`config.mk`:
```
export PLATFORM = sky130hd
export DESIGN_NAME = iq_dispatch
export DESIGN_NICKNAME = d
export VERILOG_FILES = /design/src/rtl/iq_dispatch.sv
export SDC_FILE = /design/constraint.sdc
export NUM_CORES = 1
export LEC_CHECK = 0
export ABC_AREA = 1
export BUFFER_PORTS_ARGS = -buffer_cell sky130_fd_sc_hd__buf_2
export CORE_ASPECT_RATIO = 0.5
export CORE_MARGIN = 2
export CORE_UTILIZATION = 55
export DETAILED_ROUTE_END_ITERATION = 8
export PLACE_DENSITY = 0.7
export RECOVER_POWER = 100
export SETUP_SLACK_MARGIN = 0.2
export SLEW_MARGIN = 20
export SYNTH_ARGS = -nofsm -noshare
export SYNTH_HDL_FRONTEND = slang
export SYNTH_SLANG_ARGS = --single-unit
export TNS_END_PERCENT = 100
```
`constraint.sdc`:
```
create_clock -name clk_i -period 6.56 [get_ports clk_i]
set_clock_uncertainty 0.1 [all_clocks]
set_input_delay 0.328 -clock clk_i [delete_from_list [all_inputs] [get_ports clk_i]]
set_output_delay 0.328 -clock clk_i [all_outputs]
set_load 0.01 [all_outputs]
```
`src/rtl/iq_dispatch.sv`:
```
`default_nettype none
// ============================================================================
//  Module   : iq_dispatch
//  Purpose  : Circular instruction queue between decode and the reservation
//             stations. The head entry goes to the branch RS, or to one of
//             NUM_RS general RSs picked by round-robin. The block also has a
//             synchronous flush and an occupancy count.
//  Options  : IQ_STALL_CNT_EN adds the saturating stall counters
//             stall_rob_o and stall_rs_o.
//  Revision : 1.0 - initial release
// ============================================================================
module iq_dispatch #(
   parameter int DEPTH  = 8,
   parameter int DATA_W = 96,
   parameter int NUM_RS = 4
) (
   input  logic                       clk_i,
   input  logic                       reset_n_i,
   input  logic                       flush_i,
   input  logic                       enq_valid_i,
   output logic                       enq_ready_o,
   input  logic [DATA_W-1:0]          enq_data_i,
   input  logic                       enq_is_br_i,
   input  logic                       enq_wr_rd_i,
   input  logic                       rob_full_i,
   input  logic [NUM_RS-1:0]          rs_empty_i,
   input  logic                       br_empty_i,
   output logic [NUM_RS-1:0]          rs_load_o,
   output logic                       br_load_o,
   output logic                       rob_load_o,
   output logic                       regfile_allocate_o,
   output logic [DATA_W-1:0]          head_data_o,
`ifdef IQ_STALL_CNT_EN
   output logic [31:0]                stall_rob_o,
   output logic [31:0]                stall_rs_o,
`endif
   output logic [$clog2(DEPTH+1)-1:0] count_o
);

   localparam int c_ptr_w = $clog2(DEPTH);
   localparam int c_cnt_w = $clog2(DEPTH+1);
   localparam int c_rs_w  = (NUM_RS > 1) ? $clog2(NUM_RS) : 1;

   logic [DATA_W-1:0]  r_mem [DEPTH];
   logic [DEPTH-1:0]   r_is_br;
   logic [DEPTH-1:0]   r_wr_rd;
   logic [DEPTH-1:0]   r_valid;
   logic [c_ptr_w-1:0] r_head;
   logic [c_ptr_w-1:0] r_tail;
   logic [c_cnt_w-1:0] r_count;
   logic [c_rs_w-1:0]  r_rr_ptr;

   logic               w_enq_fire;
   logic               w_eval;
   logic               w_head_br;
   logic               w_head_wr;
   logic               w_fire;
   logic               w_rs_found;
   logic [c_rs_w-1:0]  w_rs_grant;
   logic [c_rs_w-1:0]  w_rr_next;
   logic [NUM_RS-1:0]  w_rs_onehot;
   int                 w_scan;

   // The ready signal depends only on occupancy and reset. A slot freed by a
   // same-cycle dispatch is not offered back to decode.
   assign enq_ready_o = (r_count < c_cnt_w'(DEPTH)) & reset_n_i;
   assign w_enq_fire  = enq_valid_i & enq_ready_o & ~flush_i;

   assign w_head_br = r_is_br[r_head];
   assign w_head_wr = r_wr_rd[r_head];
   assign w_eval    = (r_count != '0) & ~rob_full_i & ~flush_i;
   assign w_fire    = w_eval & (w_head_br ? br_empty_i : w_rs_found);

   // Round-robin search: first free general RS at or above r_rr_ptr, with wrap
   always_comb begin
      w_rs_found  = 1'b0;
      w_rs_grant  = '0;
      w_scan      = 0;
      w_rs_onehot = '0;
      for (int i = 0; i < NUM_RS; i++) begin
         w_scan = int'(r_rr_ptr) + i;
         if (w_scan >= NUM_RS) begin
            w_scan = w_scan - NUM_RS;
         end
         if (!w_rs_found && rs_empty_i[w_scan]) begin
            w_rs_found = 1'b1;
            w_rs_grant = c_rs_w'(w_scan);
         end
      end
      w_rs_onehot[w_rs_grant] = w_rs_found;
   end

   assign w_rr_next = (w_rs_grant == c_rs_w'(NUM_RS-1)) ? '0 : w_rs_grant + c_rs_w'(1);

   assign br_load_o          = w_fire & w_head_br;
   assign rs_load_o          = (w_fire & ~w_head_br) ? w_rs_onehot : '0;
   assign rob_load_o         = w_fire;
   assign regfile_allocate_o = w_fire & ~w_head_br & w_head_wr;
   assign head_data_o        = r_valid[r_head] ? r_mem[r_head] : '0;
   assign count_o            = r_count;

   // Payload storage: written at the tail on enqueue. It needs no reset
   // because the valid bits guard every read.
   always_ff @(posedge clk_i) begin
      if (w_enq_fire) begin
         r_mem[r_tail]   <= enq_data_i;
         r_is_br[r_tail] <= enq_is_br_i;
         r_wr_rd[r_tail] <= enq_wr_rd_i;
      end
   end

   // Pointers, occupancy, valid bits and round-robin pointer. Flush empties
   // the queue but keeps the round-robin position.
   always_ff @(posedge clk_i or negedge reset_n_i) begin
      if (!reset_n_i) begin
         r_head   <= '0;
         r_tail   <= '0;
         r_count  <= '0;
         r_rr_ptr <= '0;
         r_valid  <= '0;
      end else if (flush_i) begin
         r_head  <= '0;
         r_tail  <= '0;
         r_count <= '0;
         r_valid <= '0;
      end else begin
         if (w_fire) begin
            r_head          <= r_head + c_ptr_w'(1);
            r_valid[r_head] <= 1'b0;
         end
         if (w_fire & ~w_head_br) begin
            r_rr_ptr <= w_rr_next;
         end
         if (w_enq_fire) begin
            r_tail          <= r_tail + c_ptr_w'(1);
            r_valid[r_tail] <= 1'b1;
         end
         case ({w_enq_fire, w_fire})
            2'b10:   r_count <= r_count + c_cnt_w'(1);
            2'b01:   r_count <= r_count - c_cnt_w'(1);
            default: r_count <= r_count;
         endcase
      end
   end

`ifdef IQ_STALL_CNT_EN
   logic [31:0] r_stall_rob;
   logic [31:0] r_stall_rs;

   // Saturating stall counters. They are cleared only by reset, not by flush.
   always_ff @(posedge clk_i or negedge reset_n_i) begin
      if (!reset_n_i) begin
         r_stall_rob <= '0;
         r_stall_rs  <= '0;
      end else begin
         if ((r_count != '0) && rob_full_i && !flush_i && (r_stall_rob != 32'hFFFF_FFFF)) begin
            r_stall_rob <= r_stall_rob + 32'd1;
         end
         if (w_eval && !w_fire && (r_stall_rs != 32'hFFFF_FFFF)) begin
            r_stall_rs <= r_stall_rs + 32'd1;
         end
      end
   end

   assign stall_rob_o = r_stall_rob;
   assign stall_rs_o  = r_stall_rs;
`endif

endmodule
`default_nettype wire

```
==> flow_summary.json <==
{
  "wl_per_cell_um": 20.64,
  "setup_viol_count_final": 0,
  "regToRegStartpoint": "r_head[0]",
  "synth_top_family_by_area": "compound AO/OA/AOI/OAI gates",
  "synthAdderAreaFrac": 0.003256,
  "floorplan.initialDensity": 0.5547,
  "tightest_slew_ps": 2905,
  "die_y_um": 171.2,
  "yosys.area_share.xor_xnor": 0.0002849,
  "yosysTopAreaCell": "edfxtp_1",
  "regArea_um2": 24050,
  "cts_tree": "yes",
  "crit_type": "register to output pin",
  "die_area_um2": 57910,
  "postLayoutCoreUtil": 0.6387,
  "synth_ff_type": "edfxtp_1",
  "finalPower_mw": 12.05,
  "clock_latency_ps": 600,
  "drv_cap": 13,
  "syn_inst": 2233,
  "viasPerCell": 5.709,
  "area_delta_synth_final_pct": 15.13,
  "die_w_um": 338.3,
  "synth_edf_count": 784,
  "diodes": 0,
  "critical_path.max_stage_delay_ps": 1430,
  "clock_sinks": 804,
  "hold_path_class": "primary input to register",
  "placement_rows": 61,
  "drive_gt1_frac": 0.05853,
  "yosysMostFrequentCell": "edfxtp_1",
  "finalHoldViolCount": 0,
  "cts_root_buf": "clkbuf_16",
  "rr_worst_depth": 18,
  "final_nets": 2631,
  "vdd_ir_drop_max_mv": 0.3318,
  "synth_common_cells": "784 x edfxtp_1, 353 x nand2_1, 297 x nor2_1",
  "finalSetupTns_ps": 0,
  "synth_top_area_frac": 0.7659,
  "min_from": "flush_i",
  "antenna_found_initial": 0,
  "synth.avg_cell_area_um2": 13.77,
  "synthArstFlopShare": 0.02488,
  "worstPathArrival_ps": 4990,
  "grt_max_degree": 231,
  "antenna_left": 0,
  "clk_path_buf_depth": 3,
  "holdPathStages": 2,
  "syn_nets": 2349,
  "power.density_nw_per_um2": 340.6,
  "synthTopCellsByArea": "edfxtp_1 77%, nand2_1 4.3%, o21ai_0 3.9%, nor2_1 3.6%, o22ai_1 2.0%",
  "io_buffers": 215,
  "drc_errors": 0,
  "synthMuxAreaShare": 0,
  "met3_length_um": 3618,
  "vias": 18950,
  "crit_path_top_delay_cell": "clkbuf_2",
  "routed-wl-met2_um": 34070,
  "yosys_warnings": 0,
  "period_minus_slack_ps": 5419,
  "h-tree-depth": 3,
  "io_pins": 216,
  "fin_crit_sh": 0.8261,
  "routed_wl_um": 68490,
  "slew_violations": 675,
  "crit_path_max_fanout": 136,
  "netlist_area_um2": 30740,
  "topRoutingLayerUsed": "met4",
  "gp_routability_congestion": 0.8020,
  "worstSetupStartpointType": "register",
  "path_cells": "inv_8 > clkbuf_2 > o21ai_1 > o21ai_1 > a211oi_4 > buf_4 > a21oi_1 > clkbuf_1",
  "cts_resized": 0,
  "multiInputGateArea_um2": 6002,
  "power_leakage_nw": 11.73,
  "r2r_end": "count_o[3]",
  "numCtsBuffers": 68,
  "rsz0062_at_grt": "no",
  "core_um2": 55410,
  "timing.hold.ws_ps": 30.06,
  "synth_cell_types": 36,
  "synth_seq_cells": 804,
  "hpwl_um": 34880,
  "grt_util_all_layers": 0.2339,
  "slew_headroom": -0.9368,
  "drtPass1Iterations": 5,
  "clk_pin_slew_ps": 60,
  "crit_top_cell": "o21ai_1",
  "synthSimpleGateAreaFrac": 0.08629,
  "min_to": "r_valid[7]",
  "fill_cells": 4119,
  "wl_met1_um": 29370,
  "crit_required_ps": 6130,
  "ys_seq_area_frac": 0.7822,
  "synth-compound-area-share": 0.1049,
  "rrSetupSlack_ps": 1870,
  "end_kind": "output pin",
  "status": "finished, violations left",
  "violations": "max-capacitance violations, max-slew violations",
  "timing.fmax_mhz": 184.5,
  "grt_pass1_wl_um": 104100,
  "overflow": 0,
  "grt_pass1_vias": 18480,
  "first_iter_violations": 1689
}
## logic make-up (layout without fill, tap and decap cells)
logic type,count (synthesis),count (layout)
xor+xnor,1,1
fa+ha+maj,8,8
simple gates,679,679
flops,804,804
buf+inv,182,512
compound gates,559,559
## cell type report
class	instances	area share
clock buffer	84	0.05158
clock inverter	34	0.009298
inverter	54	0.006222
multi-input combinational	1247	0.1696
sequential	804	0.6795
tap	756	0.02673
timing repair buffer	340	0.05710
## flip-flops by register name (all words and copies together), names as in the netlist
name,flops
r_is_br,8
r_mem,768
r_tail,3
r_valid,8
count_o,4
r_head,3
r_rr_ptr,2
r_wr_rd,8
## power breakdown
group | total, mW | switching [mW] | internal [mW]
logic | 2.24 | 1.66 | 0.589
clock network | 3.98 | 1.76 | 2.22
registers | 5.83 | 0.108 | 5.72
total | 12.1 | 3.53 | 8.53
## critical path: cells and delay by family (launching register included)
family,cells,cell delay [ps]
DFF,1,790
buffers and inverters,4,2660
AOI/OAI and AO/OA,4,780
## what timing repair did
action	CTS	global route
hold endpoints to repair	805	0
setup buffers	0	0
hold buffers	100	0
## layout by cell type, fill, tap and decap left out, drive strengths merged
master         n
o21ai        246
a31oi         37
clkinv        27
nand2        361
o21a           2
edfxtp       784
nand4          2
o211ai         1
ha             8
dfrtp         20
a21oi        109
bufinv         6
buf           28
xnor2          1
clkbuf       296
nand3         11
inv           55
o22ai         98
a211oi         2
o31ai          3
dlygate4sd3  100
or2            1
and2           1
a221oi        61
nor2         302
nand3b         1
## metal layers
layer  GRT usage  up-vias
li1            -     8805
met1      0.3091     9479
met2      0.4075      555
met3     0.03844      110
met4     0.06338        0
met5           0        -
## metrics by stage
stage	setup slack, ps	cells	area, um^2
floorplan	598.0	2233	30740
global placement	2542	3101	32600
detailed placement	2479	3101	32600
CTS	1854	3319	35750
global route	779.7	3319	35390
finish	1141	3319	35390
## how the worst max path moves through the flow
stage               slack [ps]       start         endpoint  cells past startpoint
floorplan                  600  count_o[3]       r_is_br[0]                      7
global placement          2540   r_head[0]  head_data_o[78]                      8
detailed placement        2480   r_head[0]  head_data_o[82]                      8
CTS                       1850   r_head[0]  head_data_o[32]                      8
global route               780   r_head[0]  head_data_o[40]                      8
finish                    1140   r_head[0]  head_data_o[20]                      8
Note: power is estimated with default switching activity, not from simulation.
